==> config.mk <==
export PLATFORM = sky130hd
export DESIGN_NAME = serial_deser_8
export DESIGN_NICKNAME = d
export VERILOG_FILES = /design/src/rtl/serial_pkg.sv /design/src/rtl/rx_shift_cnt.sv /design/src/rtl/serial_deser_8.sv
export SDC_FILE = /design/constraint.sdc
export NUM_CORES = 1
export LEC_CHECK = 0
export CAP_MARGIN = 20
export CORE_UTILIZATION = 44
export DETAILED_ROUTE_END_ITERATION = 8
export PLACE_DENSITY = 0.75
export SLEW_MARGIN = 25
export SYNTH_ARGS = -nofsm -noshare
export SYNTH_HDL_FRONTEND = slang
export SYNTH_SLANG_ARGS = --single-unit
==> constraint.sdc <==
create_clock -name Clk -period 1.09 [get_ports Clk]
set_input_delay 0.1635 -clock Clk [delete_from_list [all_inputs] [get_ports Clk]]
set_output_delay 0.1635 -clock Clk [all_outputs]
set_load 0.02 [all_outputs]
==> src/rtl/serial_pkg.sv <==
// ---------------------------------------------------------------------------
// serial_pkg
// Shared definitions for the serial deserialiser slice.
//   state_t    : receiver FSM states (IDLE waits for Start, RECV collects bits)
//   FRAME_BITS : number of serial bits assembled into one output word
//   CNT_W      : width of the bit counter (indexes 0..FRAME_BITS-1)
// ---------------------------------------------------------------------------
package serial_pkg;

    typedef enum logic {
        IDLE = 1'b0,
        RECV = 1'b1
    } state_t;

    localparam int FRAME_BITS = 8;
    localparam int CNT_W      = 3;

endpackage

==> src/rtl/rx_shift_cnt.sv <==
// ---------------------------------------------------------------------------
// rx_shift_cnt
// Serial-in shift register plus bit counter for one frame. Bits enter at the
// MSB and move toward the LSB, so after FRAME_BITS shifts the first bit sent
// sits in bit 0 (LSB-first framing).
// Ports:
//   i_clk     : rising-edge clock
//   i_clear   : synchronous active-high reset (counter and register to 0)
//   i_restart : start of a new frame, counter back to 0 (wins over i_shift)
//   i_shift   : accept i_bit this cycle
//   i_bit     : serial data bit
//   o_sr      : current shift register contents
//   o_last    : the next accepted bit completes the frame
// ---------------------------------------------------------------------------
module rx_shift_cnt
    import serial_pkg::*;
(
    input  logic                  i_clk,
    input  logic                  i_clear,
    input  logic                  i_restart,
    input  logic                  i_shift,
    input  logic                  i_bit,
    output logic [FRAME_BITS-1:0] o_sr,
    output logic                  o_last
);

    localparam logic [CNT_W-1:0] LAST_CNT = CNT_W'(FRAME_BITS - 1);

    logic [CNT_W-1:0]      r_cnt;
    logic [FRAME_BITS-1:0] r_sr;

    // Counter and data register. A restart only rewinds the counter; the stale
    // register contents are harmless because a full frame overwrites every bit
    // before a word is taken from it. The counter wraps to 0 on its own after
    // the last bit, ready for the next frame.
    always_ff @(posedge i_clk) begin
        if (i_clear) begin
            r_cnt <= '0;
            r_sr  <= '0;
        end else if (i_restart) begin
            r_cnt <= '0;
        end else if (i_shift) begin
            r_cnt <= r_cnt + 1'b1;
            r_sr  <= {i_bit, r_sr[FRAME_BITS-1:1]};
        end
    end

    assign o_sr   = r_sr;
    assign o_last = (r_cnt == LAST_CNT);

endmodule

==> src/rtl/serial_deser_8.sv <==
// ---------------------------------------------------------------------------
// serial_deser_8
// Receives LSB-first serial frames of FRAME_BITS bits and presents each
// completed word through a valid/ready style output register.
// Ports:
//   Clk        : rising-edge clock
//   Clear      : synchronous active-high reset
//   Start      : arm (or re-arm) reception of a new frame
//   Shift_En   : Shift_In is valid this cycle
//   Shift_In   : serial data bit, LSB first
//   Rd_Ready   : consumer takes Data_Out on this edge when Data_Valid is set
//   Data_Out   : last assembled word
//   Data_Valid : Data_Out holds an unread word
//   Busy       : a frame is being received
//   Overrun    : sticky, a completed word was dropped because Data_Out was full
// ---------------------------------------------------------------------------
module serial_deser_8 #(
    parameter int FRAME_BITS = 8
) (
    input  logic                  Clk,
    input  logic                  Clear,
    input  logic                  Start,
    input  logic                  Shift_En,
    input  logic                  Shift_In,
    input  logic                  Rd_Ready,
    output logic [FRAME_BITS-1:0] Data_Out,
    output logic                  Data_Valid,
    output logic                  Busy,
    output logic                  Overrun
);

    import serial_pkg::*;

    state_t                r_state;
    state_t                w_stateNext;
    logic                  w_shift;
    logic                  w_complete;
    logic                  w_last;
    logic                  w_consume;
    logic [FRAME_BITS-1:0] w_sr;
    logic [FRAME_BITS-1:0] w_newByte;
    logic [FRAME_BITS-1:0] r_dataOut;
    logic                  r_dataValid;
    logic                  r_overrun;

    rx_shift_cnt u_rxShiftCnt (
        .i_clk     (Clk),
        .i_clear   (Clear),
        .i_restart (Start),
        .i_shift   (w_shift),
        .i_bit     (Shift_In),
        .o_sr      (w_sr),
        .o_last    (w_last)
    );

    // The completed word includes the bit arriving on this very edge, so it is
    // formed combinationally and registered straight into Data_Out.
    assign w_newByte = {Shift_In, w_sr[FRAME_BITS-1:1]};
    assign w_consume = r_dataValid & Rd_Ready;

    // State register.
    always_ff @(posedge Clk) begin
        if (Clear) begin
            r_state <= IDLE;
        end else begin
            r_state <= w_stateNext;
        end
    end

    // Next-state and shift qualification. Start always wins: it rewinds the
    // frame (handled in the sub-module) and suppresses any shift on that edge,
    // including one that would otherwise have completed the frame.
    always_comb begin
        w_stateNext = r_state;
        w_shift     = 1'b0;
        w_complete  = 1'b0;
        case (r_state)
            IDLE: begin
                if (Start) begin
                    w_stateNext = RECV;
                end
            end
            RECV: begin
                if (!Start && Shift_En) begin
                    w_shift = 1'b1;
                    if (w_last) begin
                        w_complete  = 1'b1;
                        w_stateNext = IDLE;
                    end
                end
            end
            default: begin
                w_stateNext = IDLE;
            end
        endcase
    end

    // Output register and handshake. A completing word is accepted when the
    // register is empty or being drained on the same edge; otherwise it is
    // dropped, the held word is left untouched and Overrun latches until Clear.
    always_ff @(posedge Clk) begin
        if (Clear) begin
            r_dataOut   <= '0;
            r_dataValid <= 1'b0;
            r_overrun   <= 1'b0;
        end else if (w_complete) begin
            if (!r_dataValid || w_consume) begin
                r_dataOut   <= w_newByte;
                r_dataValid <= 1'b1;
            end else begin
                r_overrun <= 1'b1;
            end
        end else if (w_consume) begin
            r_dataValid <= 1'b0;
        end
    end

    assign Data_Out   = r_dataOut;
    assign Data_Valid = r_dataValid;
    assign Overrun    = r_overrun;
    assign Busy       = (r_state == RECV);

endmodule

======== Yosys cells after proc, flatten, opt, wreduce, memory -nomap -nowiden ========
Cells that the tools add are included.
storage, ports and cells
  ROM bits ................................ 0
  bits in registers ....................... 22
  memory bits (writable) .................. 0
  memories ................................ 0
  bits in latches ......................... 0
cells by class
  shifts and indexed selects .............. 0
  muxes and demuxes ....................... 12
  bitwise operators ....................... 4
  reductions and logical operators ........ 10
  div/mod/pow operators ................... 0
  $add $sub $neg .......................... 1
  $mul .................................... 0
  equality and inequality tests ........... 2
  order comparisons ....................... 0
operators by type and width
  kind                                                                     number
  1-bit 2-to-1 mux                                                         11
  2-bit AND reduction                                                      4
  3-bit by 1-bit adder with 3-bit output, second input constant            1
  3-bit equality test, second input constant                               1
  1-bit NOT                                                                3
  1-bit zero test                                                          2
  2-bit by 1-bit inequality test with 1-bit output, second input constant  1
  1-bit one-hot mux with 2 select lines                                    1
  2-bit nonzero test                                                       1
  2-bit OR reduction                                                       1
  1-bit bitwise AND                                                        1
  1-bit logical AND                                                        1
  1-bit logical OR                                                         1

======== Logic depth before layout (Yosys ltp) ========
Gate-level depths: netlist of the first run.
  word-level depth ........................ 6
  mapped depth ............................ 5
  gate-level depth less buffers ........... 5

======== Hierarchy ========
A second synthesis of the first run with hierarchy kept.
unflattened totals
  cells, all modules ...................... 91
  area, all modules ....................... 899.6 um^2
by module, submodules not included
  module          area an instance (um^2)  cells each  sequential area each (um^2)  times used
  rx_shift_cnt    476.7                    41          220.2                        1
  serial_deser_8  422.9                    50          220.2                        1

======== Worst setup path after synthesis of the first run ========
No wires, ideal clock.
  path kind ............................... flip-flop to flip-flop
  from .................................... register r_state (netlist: Busy)
  to ...................................... register r_dataOut[0] (netlist: Data_Out[0])
  required time ........................... 1.018 ns
  stages on the path, launching flop included .. 5
  clock period less this slack ............ 1.224 ns
  slack ................................... -0.134 ns
  arrival ................................. 1.153 ns
  path through ............................ dfxtp_1 -> and3b_1 -> and3_1 -> buf_6 -> mux2i_1
on the way
  word-level cells in the longest chain between the ends .. 2
RTL lines
  element                               RTL line               source
  start: declaration                    serial_deser_8.sv:34   state_t r_state;
  start signal: assignment              serial_deser_8.sv:66   r_state <= w_stateNext;
  1-bit 2-to-1 mux                      serial_deser_8.sv:77   case (r_state)
  2-bit AND reduction (no source line)  n/a
  end signal: assignment                serial_deser_8.sv:108  r_dataOut <= w_newByte;
  end: declaration                      serial_deser_8.sv:42   logic [FRAME_BITS-1:0] r_dataOut;
Every way passes these cells.
A chain may end at the register's enable or synchronous reset.

======== Worst setup path in the final report of the first run ========
  from .................................... register u_rxShiftCnt.r_cnt[0]
  to ...................................... register r_dataOut[3] (netlist: Data_Out[3])
on the way
  word-level cells in the longest chain between the ends .. 5
RTL lines
  element                               RTL line              source
  start: declaration                    rx_shift_cnt.sv:29    logic [CNT_W-1:0] r_cnt;
  start signal: assignment              rx_shift_cnt.sv:43    r_cnt <= r_cnt + 1'b1;
  3-bit equality test                   rx_shift_cnt.sv:49    assign o_last = (r_cnt == LAST_CNT);
  1-bit 2-to-1 mux                      serial_deser_8.sv:86  if (w_last) begin
  1-bit 2-to-1 mux                      serial_deser_8.sv:84  if (!Start && Shift_En) begin
  1-bit 2-to-1 mux                      serial_deser_8.sv:77
  2-bit AND reduction (no source line)  n/a
Every way passes these cells.

==> summary.txt, run 1 <==
Clocking
  • Worst-path clk slew: 0.11 ns
  • Sink Count: 21
  • CTS Root Cell: clkbuf_4
  • Clk buf depth: 2
  • Cts hold-fix bufs: 0
  • CTS tree: yes
  • CTS buffer count: 3
  • H-tree depth: 1
  • Worst skew pair latency: 0.30 ns

GRT
  • Global-route wire length before repair: 2660 µm
  • GRT overflow: 0
  • Met1 global-route usage: 0.214
  • Met3 Use GR: 0.0278
  • GR Util All Layers: 0.177
  • Antenna violations before repair: 0
  • Vias in the first global route: 626
  • GRT met2 Usage: 0.299
  • Most Crowded Layer GR: met2
  • Largest net degree at the start of global routing: 31

Power
  • Static Leak: 0.450 nW
  • PwrDens: 1070 mW/mm²
  • Peak VDD IR: 905 µV

Cells and area
  • Area of the multi-input gates: 463 µm²
  • Nets: 125
  • Share of cells above drive strength 1: 0.353
  • Final Util: 0.657
  • # diodes: 0
  • Sequential cell area: 427 µm²
  • Final std cells w/o fill: 141
  • # fillers: 178
  • Area Overhead vs Synth: 36.2%

Yosys
  • Post-synth EDFFs: 0
  • Simple-gate share of the synthesized area: 0.251
  • Area contributors post-synth: dfxtp_1 49%, nand2b_1 13%, mux2i_1 12%
  • Main combinational cell family by area after synthesis: simple AND/OR/NAND/NOR gates
  • Register bit count reported by yosys: 21
  • Top cell type's share of synthesized area: 0.494
  • Syn_area_per_cell: 9.45 µm²
  • Synth area leader: dfxtp_1
  • Compound-cell area share of the yosys netlist: 0.0618
  • Yosys Warn Count: 0
  • Cell area after synthesis: 851 µm²
  • Xor-xnor portion of the synthesized cell area: 0.0103
  • Netlist cell types: 16
  • Most used DFF post-synth: dfxtp_1
  • Mapped Nets: 98
  • Post-synthesis sequential area ratio: 0.494
  • Async SR Flop Fraction: 0
  • Most common cell in the netlist: dfxtp_1
  • Mux share of post-synthesis cell area: 0.118
  • Adder-cell share of the synthesized area: 0.0294
  • Commonest cells in the netlist: 21 x dfxtp_1, 18 x nand2b_1, 16 x nand2_1
  • Synthesized instance count: 90

Setup path
  • R2R depth: 4
  • Crit path required time: 1.33 ns
  • Critical Path End: Data_Out[3]
  • Reg2Reg Launch Point: u_rxShiftCnt.r_cnt[0]
  • Crit start category: flip-flop
  • Crit-path max FO: 8
  • WP data arrival: 1.39 ns
  • CP Class: reg2reg
  • R2R Setup Slk: -0.06 ns
  • Endpoint class of the critical path: flip-flop
  • Reg-to-reg endpoint: Data_Out[3]
  • Origin of the worst setup path: u_rxShiftCnt.r_cnt[0]

Placement
  • GP Congestion: 0.685
  • Dpl cells: 134
  • Buffers on Ports: 16
  • Detail Placement HPWL: 1100 µm

Detailed routing
  • Final ANT Viol Nets: 0
  • Vias: 691
  • WL per Instance: 12.0 µm
  • Routed wire length: 1690 µm
  • Via/cell ratio: 4.90
  • Starting DRT DRC Count: 11
  • Drt first pass iters: 4
  • Drc violations: 0

Timing
  • Slew @ Worst Pin: 0.281 ns
  • WHS: 0.179 ns
  • Setup tns final: -0.442 ns
  • Worst clock skew: 0.00353 ns
  • Final min period: 1.15 ns
  • Final Hold Viols: 0
  • Peak Freq: 870 MHz
  • Slew headroom: 0.812
  • Setup violators final: 10
  • Fin crit share: 1.06
  • Final Max Tran Viols: 0
  • RSZ-0062 raised after global routing: true
  • Worst setup margin: -0.0601 ns

Die
  • Die footprint: 0.00211 mm²
  • Die Y: 46.0 µm
  • Die X: 46.0 µm
  • Starting density of the core: 0.482
  • Row count: 15
  • Core area: 0.00176 mm²
  • Ports: 17

Status
  • Status: complete, but fails checks
  • Failing checks: negative setup slack

Worst hold path
  • HP Class: in2reg

Run
  • Max cap viols: 0
## registers in the layout (all words and copies together), names as in the netlist
signal	flops
u_rxShiftCnt.r_cnt	3
Overrun	1
Data_Valid	1
Busy	1
Data_Out	8
u_rxShiftCnt.o_sr	7
## metrics by stage
| stage | setup slack (ns) | power [mW] | instance area (µm²) |
|---|---|---|---|
| floorplan | -0.0351 | 0.832 | 886 |
| global placement | -0.314 | 0.880 | 1120 |
| detailed placement | -0.344 | 0.881 | 1120 |
| CTS | -0.0774 | 1.24 | 1180 |
| global route | -0.145 | 1.29 | 1160 |
| finish | -0.0601 | 1.24 | 1160 |
## repair_timing
item	CTS	global route
resized for setup	36	22
pin swaps	0	3
buffers inserted	2	2
cloned	0	0
setup endpoints to repair	22	27
## worst max-delay path, stage by stage, from the launching register on
cell and delay [ns]:
dfxtp_2 0.37, ha_4 0.14, ha_4 0.12, and3_4 0.27
mux2i_1 0.20
## layout make-up
class                      instances  area share
multi-input combinational         64       0.400
tap                               25      0.0270
clock buffer                       3      0.0194
sequential                        21       0.368
timing repair buffer              27       0.181
clock inverter                     1     0.00432
## how the worst min path moves through the flow
stage               startpoint               endpoint  slack (ns)  cells after the start
finish                   Start  u_rxShiftCnt.r_cnt[0]        0.18                      3
global route             Start  u_rxShiftCnt.r_cnt[0]        0.20                      3
CTS                   Shift_In   u_rxShiftCnt.o_sr[7]        0.45                      3
detailed placement     Overrun                Overrun        0.45                      2
global placement       Overrun                Overrun        0.45                      2
floorplan                Start  u_rxShiftCnt.r_cnt[0]        0.23                      1
## cells in the final DEF, fill, tap and decap left out
| master | n |
|---|---|
| a21oi_2 | 3 |
| mux2i_1 | 10 |
| and3_4 | 1 |
| dfxtp_4 | 1 |
| nand2b_1 | 18 |
| clkinv_2 | 1 |
| nand3b_1 | 1 |
| dfxtp_2 | 2 |
| and3b_2 | 1 |
| xnor2_1 | 1 |
| buf_6 | 2 |
| dfxtp_1 | 18 |
| nor2_1 | 1 |
| clkdlybuf4s50_1 | 4 |
| nand2_2 | 3 |
| buf_4 | 8 |
| o31ai_2 | 1 |
| nand2_4 | 1 |
| nor3_1 | 3 |
| buf_2 | 11 |
| buf_12 | 1 |
| a21oi_1 | 6 |
| ha_4 | 2 |
| nand2_1 | 12 |
| dlymetal6s2s_1 | 1 |
| clkbuf_4 | 3 |
## where the power goes
part           internal (mW)  switching (mW)  total [mW]
Sequential             0.771         0.00366       0.775
Combinational         0.0579          0.0445       0.102
Clock                  0.137           0.229       0.366
Total                  0.966           0.277        1.24
## routing by layer
| layer | routed length, µm | vias up | part of all wire |
|---|---|---|---|
| met4 | 23 | 0 | 0.014 |
| met5 | 0 | - | 0 |
| met2 | 827 | 16 | 0.49 |
| li1 | - | 349 | - |
| met1 | 764 | 322 | 0.45 |
| met3 | 77 | 4 | 0.045 |
## logic make-up (layout without fill, tap and decap cells)
kind of cell | after synthesis | in the layout
xor+xnor | 1 | 1
simple gates | 41 | 41
fa+ha+maj | 2 | 2
compound gates | 10 | 10
buf+inv | 5 | 31
flops | 21 | 21
mux | 10 | 10
Power figures use the tool's default switching activity.
==> run 2: changes to the inputs <==
Settings changed: PLACE_DENSITY 0.75 to 0.77, TNS_END_PERCENT set to 50.
==> run 2 against run 1 <==
Effect of this change: worst hold slack better by 0.27 ns; routed wire length decreased by 4.7%; largest power group unchanged; setup slack got worse by 0.011 ns; the flow still finishes with violations (negative setup slack); clock power increased by 3%; power increased by 0.58%; non-clock buffer count up 2; via count is 0.43% lower; core utilization unchanged.
==> summary.txt, run 2 (same netlist as run 1, synthesis figures left out) <==
Timing
  • RSZ-0062 raised after global routing: true (unchanged)
  • Slew @ Worst Pin: 0.262 ns (was 0.281 ns)
  • Worst setup margin: -0.0707 ns (was -0.0601 ns)
  • Setup violators final: 11 (was 10)
  • Slew headroom: 0.825 (was 0.812)
  • Final Hold Viols: 0 (unchanged)
  • Fin crit share: 1.06 (about the same)
  • Peak Freq: 862 MHz (was 870 MHz)
  • Final Max Tran Viols: 0 (unchanged)
  • Final min period: 1.16 ns (was 1.15 ns)
  • Worst clock skew: 0.00171 ns (was 0.00353 ns)

Power
  • PwrDens: 1080 mW/mm² (was 1070 mW/mm²)
  • Static Leak: 0.447 nW (was 0.450 nW)
  • Peak VDD IR: 735 µV (was 905 µV)
  • NetSw: 0.279 mW (was 0.277 mW)
  • Sequential power share: 0.620 (was 0.623)
  • Clock share of power: 0.301 (was 0.294)
  • Switch share: 0.223 (about the same)
  • Cell internal pwr: 0.971 mW (was 0.966 mW)
  • Gate power share: 0.079 (was 0.082)

Placement
  • Place WS: -0.318 ns (was -0.344 ns)
  • Detail Placement HPWL: 1020 µm (was 1100 µm)
  • GP Congestion: 0.728 (was 0.685)
  • Buffers on Ports: 16 (unchanged)

Clocking
  • CTS buffer count: 3 (unchanged)
  • Cts hold-fix bufs: 0 (unchanged)
  • H-tree depth: 1 (unchanged)
  • Sink Count: 21 (unchanged)
  • CTS Root Cell: clkbuf_4 (unchanged)
  • CTS tree: yes (unchanged)
  • Worst-path clk slew: 0.11 ns (about the same)
  • Clk buf depth: 2 (unchanged)
  • Worst skew pair latency: 0.31 ns (was 0.30 ns)

Die
  • Row count: 15 (unchanged)
  • Die Y: 46.0 µm (unchanged)
  • Die X: 46.0 µm (unchanged)
  • Starting density of the core: 0.482 (unchanged)
  • Core area: 0.00176 mm² (unchanged)
  • Ports: 17 (unchanged)
  • Die footprint: 0.00211 mm² (unchanged)

Worst hold path
  • HP Class: in2reg (unchanged)
  • Hold_sp: Shift_In (was Start)

Setup path
  • Crit start category: flip-flop (unchanged)
  • Slowest stage cell on the critical path: dfxtp_2 (unchanged)
  • Crit-path max FO: 8 (unchanged)
  • Buffers & Inverters on Critical Path: 0 (unchanged)
  • Origin of the worst setup path: u_rxShiftCnt.r_cnt[1] (was u_rxShiftCnt.r_cnt[0])
  • CP dominant cell by count: ha_4 (unchanged)
  • Reg2Reg Launch Point: u_rxShiftCnt.r_cnt[1] (was u_rxShiftCnt.r_cnt[0])
  • CP Class: reg2reg (unchanged)
  • Endpoint class of the critical path: flip-flop (unchanged)
  • Slowest stage delay, CP: 0.37 ns (about the same)
  • Crit path required time: 1.33 ns (about the same)
  • WP data arrival: 1.40 ns (was 1.39 ns)
  • Worst path cell trace: ha_4, ha_4, and3_4, mux2i_1 (unchanged)
  • Family with the most delay on the worst path: flip-flops (unchanged)

Detailed routing
  • Routed wl met3: 48 µm (was 77 µm)
  • Starting DRT DRC Count: 5 (was 11)
  • WL per Instance: 11.3 µm (was 12.0 µm)
  • Met2 WL post-DR: 786 µm (was 827 µm)
  • Vias: 688 (was 691)
  • Routed wire length: 1610 µm (was 1690 µm)
  • Uppermost layer routed: met4 (unchanged)
  • Final ANT Viol Nets: 0 (unchanged)
  • DRT met1 WL: 734 µm (was 764 µm)
  • Via/cell ratio: 4.81 (was 4.90)
  • Drc violations: 0 (unchanged)
  • Drt first pass iters: 3 (was 4)

Cells and area
  • Share of cells above drive strength 1: 0.331 (was 0.353)
  • # diodes: 0 (unchanged)
  • Nets: 127 (was 125)
  • # fillers: 163 (was 178)
  • Max FFs per register: 8 (unchanged)
  • Area Overhead vs Synth: 36.2% (unchanged)
  • Final Util: 0.657 (unchanged)
  • Most frequent cells in the layout: 18 x dfxtp_1, 18 x nand2b_1, 14 x nand2_1 (was 18 x dfxtp_1, 18 x nand2b_1, 12 x nand2_1)

GRT
  • Global-route wire length before repair: 2560 µm (was 2660 µm)
  • Vias in the first global route: 601 (was 626)
  • GR Util All Layers: 0.172 (was 0.177)
  • Antenna violations before repair: 0 (unchanged)
  • GRT overflow: 0 (unchanged)
  • Largest net degree at the start of global routing: 31 (unchanged)

Run
  • Max cap viols: 0 (unchanged)

Status
  • Failing checks: negative setup slack (unchanged)
  • Status: complete, but fails checks (unchanged)
==> run 2: cell types whose count changed in the layout (fill, tap and decap cells not counted) <==
| cell | previous run | this run |
|---|---|---|
| a21oi_1 | 6 | 7 |
| a21oi_2 | 3 | 2 |
| buf_2 | 11 | 12 |
| buf_4 | 8 | 9 |
| clkbuf_1 | 0 | 1 |
| clkdlybuf4s50_1 | 4 | 5 |
| clkinv_2 | 1 | 0 |
| dlymetal6s2s_1 | 1 | 0 |
| nand2_1 | 12 | 14 |
| nand2_2 | 3 | 1 |
==> run 2: final cells by class <==
type | instances | area (µm²) | area share
tap | 25 | 31.3 | 0.0270
clock buffer | 4 | 26.3 | 0.0227
multi-input combinational | 64 | 454 | 0.392
sequential | 21 | 427 | 0.368
timing repair buffer | 29 | 220 | 0.190
==> run 2: final timing paths <==
| check | cells past startpoint | to | slack, ns |
|---|---|---|---|
| worst min-delay path | 3 | u_rxShiftCnt.o_sr[7] | 0.45 |
| worst min register to register | 2 | Data_Out[0] | 0.48 |
| worst max-delay path | 4 | Data_Out[7] | -0.07 |
| worst max register to register | 4 | Data_Out[7] | -0.07 |
==> run 2: through the flow <==
| stage | cell area [µm²] | instances | setup TNS (ns) | hold WS (ns) | total power, mW |
|---|---|---|---|---|---|
| floorplan | 886 | 90 | -0.286 | 0.233 | 0.832 |
| global placement | 1120 | 134 | -4.97 | 0.444 | 0.881 |
| detailed placement | 1120 | 134 | -5.51 | 0.446 | 0.883 |
| CTS | 1170 | 139 | -0.607 | 0.443 | 1.25 |
| global route | 1160 | 143 | -1.37 | 0.420 | 1.31 |
| finish | 1160 | 143 | -0.598 | 0.450 | 1.25 |
==> run 2: worst reg2reg max path, cell delays in order (launching register included) <==
cell and delay, ns:
dfxtp_2 0.37, ha_4 0.14, ha_4 0.12, and3_4 0.27
mux2i_1 0.20
==> run 2: per-layer routing <==
metal,global-route usage,up-vias
met4,0.0882,0
li1,-,353
met3,0.0476,5
met5,0,-
met2,0.262,9
met1,0.222,321
==> run 2: power groups by stage <==
stage | logic, mW | clock network (mW) | registers, mW
floorplan | 0.0371 | 0 | 0.795
global placement | 0.0890 | 0 | 0.792
detailed placement | 0.0909 | 0 | 0.792
CTS | 0.0917 | 0.380 | 0.775
global route | 0.106 | 0.429 | 0.776
finish | 0.0988 | 0.377 | 0.774
==> run 2: timing repair <==
item | 4_1_cts | 5_1_grt
gates resized for setup | 35 | 19
setup buffers | 1 | 3
endpoints found under the setup margin | 21 | 28
pin swaps | 1 | 7
cloned | 0 | 1
==> run 3: changes to the inputs <==
Settings changed: CORE_UTILIZATION 44 to 50, CTS_CLUSTER_SIZE set to 30, PLACE_DENSITY 0.77 to 0.82.
Clock period 1.09 ns to 1.45 ns, I/O delays scaled along.
==> run 3 against run 2 <==
Effect of this change: the flow now finishes without violations; via count is 8.1% lower; critical endpoint is now Data_Out[2]; largest power group unchanged; final cell count is 13% lower; sequential share of layout area is 2.5 points higher; power is 27% lower; setup slack better by 0.19 ns; non-clock buffer count is 9 lower; register-to-register slack better by 0.19 ns; die area is 12% lower; maximum frequency is 13% lower.
==> summary.txt, run 3 (same netlist as run 1, synthesis figures left out) <==
GRT
  • Antenna violations before repair: 0 (unchanged)
  • Vias in the first global route: 599 (was 601)
  • GR Util All Layers: 0.181 (was 0.172)
  • GRT overflow: 0 (unchanged)
  • Global-route wire length before repair: 2540 µm (was 2560 µm)
  • Largest net degree at the start of global routing: 31 (unchanged)

Cells and area
  • Most common cell after layout, fill and taps aside: dfxtp_1
  • Final std cells w/o fill: 125 (was 143)
  • Nets: 118 (was 127)
  • Sequential cell area: 420 µm² (was 427 µm²)
  • Area Overhead vs Synth: 25.7% (was 36.2%)
  • # fillers: 128 (was 163)
  • Most frequent cells in the layout: 21 x dfxtp_1, 18 x nand2b_1, 16 x nand2_1 (was 18 x dfxtp_1, 18 x nand2b_1, 14 x nand2_1)
  • # diodes: 0 (unchanged)
  • Max FFs per register: 8 (unchanged)
  • Share of cells above drive strength 1: 0.0734 (was 0.331)
  • Area of the multi-input gates: 400 µm² (was 454 µm²)

Worst hold path
  • HP Class: reg2reg (was in2reg)

Placement
  • Place WS: -0.108 ns (was -0.318 ns)
  • Detail Placement HPWL: 1070 µm (was 1020 µm)
  • GP Congestion: 0.740 (was 0.728)
  • Buffers on Ports: 16 (unchanged)
  • Dpl cells: 121 (was 134)

Detailed routing
  • Final ANT Viol Nets: 0 (unchanged)
  • Vias: 632 (was 688)
  • Drt first pass iters: 4 (was 3)
  • Starting DRT DRC Count: 6 (was 5)
  • Via/cell ratio: 5.06 (was 4.81)
  • Routed wire length: 1470 µm (was 1610 µm)
  • WL per Instance: 11.8 µm (was 11.3 µm)
  • Drc violations: 0 (unchanged)

Timing
  • Final Hold Viols: 0 (unchanged)
  • WHS: 0.468 ns (was 0.450 ns)
  • Worst clock skew: 0.00513 ns (was 0.00171 ns)
  • Setup violators final: 0 (was 11)
  • Peak Freq: 750 MHz (was 862 MHz)
  • Slew @ Worst Pin: 0.293 ns (was 0.262 ns)
  • Slew headroom: 0.804 (was 0.825)
  • Final Max Tran Viols: 0 (unchanged)
  • Fin crit share: 0.920 (was 1.06)
  • RSZ-0062 raised after global routing: false (was true)
  • Setup tns final: 0 ns (was -0.598 ns)
  • Final min period: 1.33 ns (was 1.16 ns)
  • Worst setup margin: 0.116 ns (was -0.0707 ns)

Run
  • Max cap viols: 0 (unchanged)

Setup path
  • Endpoint class of the critical path: flip-flop (unchanged)
  • Crit path required time: 1.68 ns (was 1.33 ns)
  • Crit start category: flip-flop (unchanged)
  • Crit-path max FO: 8 (unchanged)
  • Slowest stage delay, CP: 0.38 ns (was 0.37 ns)
  • WP data arrival: 1.56 ns (was 1.40 ns)
  • Worst path cell trace: ha_1, ha_1, and3_1, buf_12, mux2i_1 (was ha_4, ha_4, and3_4, mux2i_1)
  • CP Class: reg2reg (unchanged)
  • CP dominant cell by count: ha_1 (was ha_4)
  • R2R Setup Slk: 0.12 ns (was -0.07 ns)
  • Slowest stage cell on the critical path: dfxtp_1 (was dfxtp_2)

Die
  • Core area: 0.00154 mm² (was 0.00176 mm²)
  • Die footprint: 0.00187 mm² (was 0.00211 mm²)
  • Ports: 17 (unchanged)
  • Row count: 14 (was 15)
  • Die Y: 43.3 µm (was 46.0 µm)
  • Starting density of the core: 0.552 (was 0.482)
  • Die X: 43.3 µm (was 46.0 µm)

Clocking
  • Worst skew pair latency: 0.30 ns (was 0.31 ns)
  • Count of cells resized by post-cts repair: 11 (was 35)
  • CTS buffer count: 3 (unchanged)
  • CTS Root Cell: clkbuf_4 (unchanged)
  • Postcts setup bufs: 0 (was 1)
  • H-tree depth: 1 (unchanged)
  • Clk buf depth: 2 (unchanged)
  • Sink Count: 21 (unchanged)
  • Worst-path clk slew: 0.12 ns (was 0.11 ns)
  • CTS tree: yes (unchanged)
  • Cts hold-fix bufs: 0 (unchanged)

Power
  • Cell internal pwr: 0.717 mW (was 0.971 mW)
  • Gate power share: 0.066 (was 0.079)
  • Sequential power share: 0.635 (was 0.620)
  • Static Leak: 0.422 nW (was 0.447 nW)
  • PwrDens: 858 mW/mm² (was 1080 mW/mm²)
  • Design Power: 0.918 mW (was 1.25 mW)
  • NetSw: 0.201 mW (was 0.279 mW)
  • Switch share: 0.219 (was 0.223)
  • Clock share of power: 0.298 (was 0.301)
  • Peak VDD IR: 550 µV (was 735 µV)

Status
  • Status: finished clean (was complete, but fails checks)
[run 3: final timing paths]
check | startpoint | endpoint | cells after the start
max reg2reg | u_rxShiftCnt.r_cnt[0] | Data_Out[2] | 5
min | u_rxShiftCnt.o_sr[1] | u_rxShiftCnt.o_sr[1] | 2
min reg2reg | u_rxShiftCnt.o_sr[1] | u_rxShiftCnt.o_sr[1] | 2
max | u_rxShiftCnt.r_cnt[0] | Data_Out[2] | 5
[run 3: layout make-up]
class	instances	area share
clock buffer	3	0.0211
timing repair buffer	20	0.188
tap	16	0.0187
multi-input combinational	64	0.374
clock inverter	1	0.00468
sequential	21	0.393
[run 3: metrics by stage]
| step | area, µm² | util |
|---|---|---|
| 2_1_floorplan | 851 | - |
| 3_3_place_gp | 1060 | 0.685 |
| 3_5_place_dp | 1060 | 0.685 |
| 4_1_cts | 1070 | 0.694 |
| 5_1_grt | 1070 | 0.694 |
| 6_report | 1070 | 0.694 |
[run 3: metal layers]
layer	GRT usage	up-vias	routed length, µm
met1	0.223	284	691
met4	0.0909	0	9
met5	0	-	0
li1	-	335	-
met3	0.0255	2	39
met2	0.301	11	732
[run 3: power groups by stage]
stage | clock network, mW | logic (mW) | registers (mW)
after floorplan | 0 | 0.0277 | 0.598
after global placement | 0 | 0.0614 | 0.596
after detailed placement | 0 | 0.0622 | 0.596
after CTS | 0.290 | 0.0608 | 0.583
after global routing | 0.305 | 0.0651 | 0.584
final | 0.274 | 0.0610 | 0.583
[run 3: worst max-delay path, delay by kind of cell (launching register included)]
kind | cells | cell delay (ns)
buffers and inverters | 1 | 0.14
flip-flops | 1 | 0.38
multiplexers | 1 | 0.20
AND/OR/NAND/NOR | 1 | 0.21
adder cells (fa/ha/maj) | 2 | 0.33
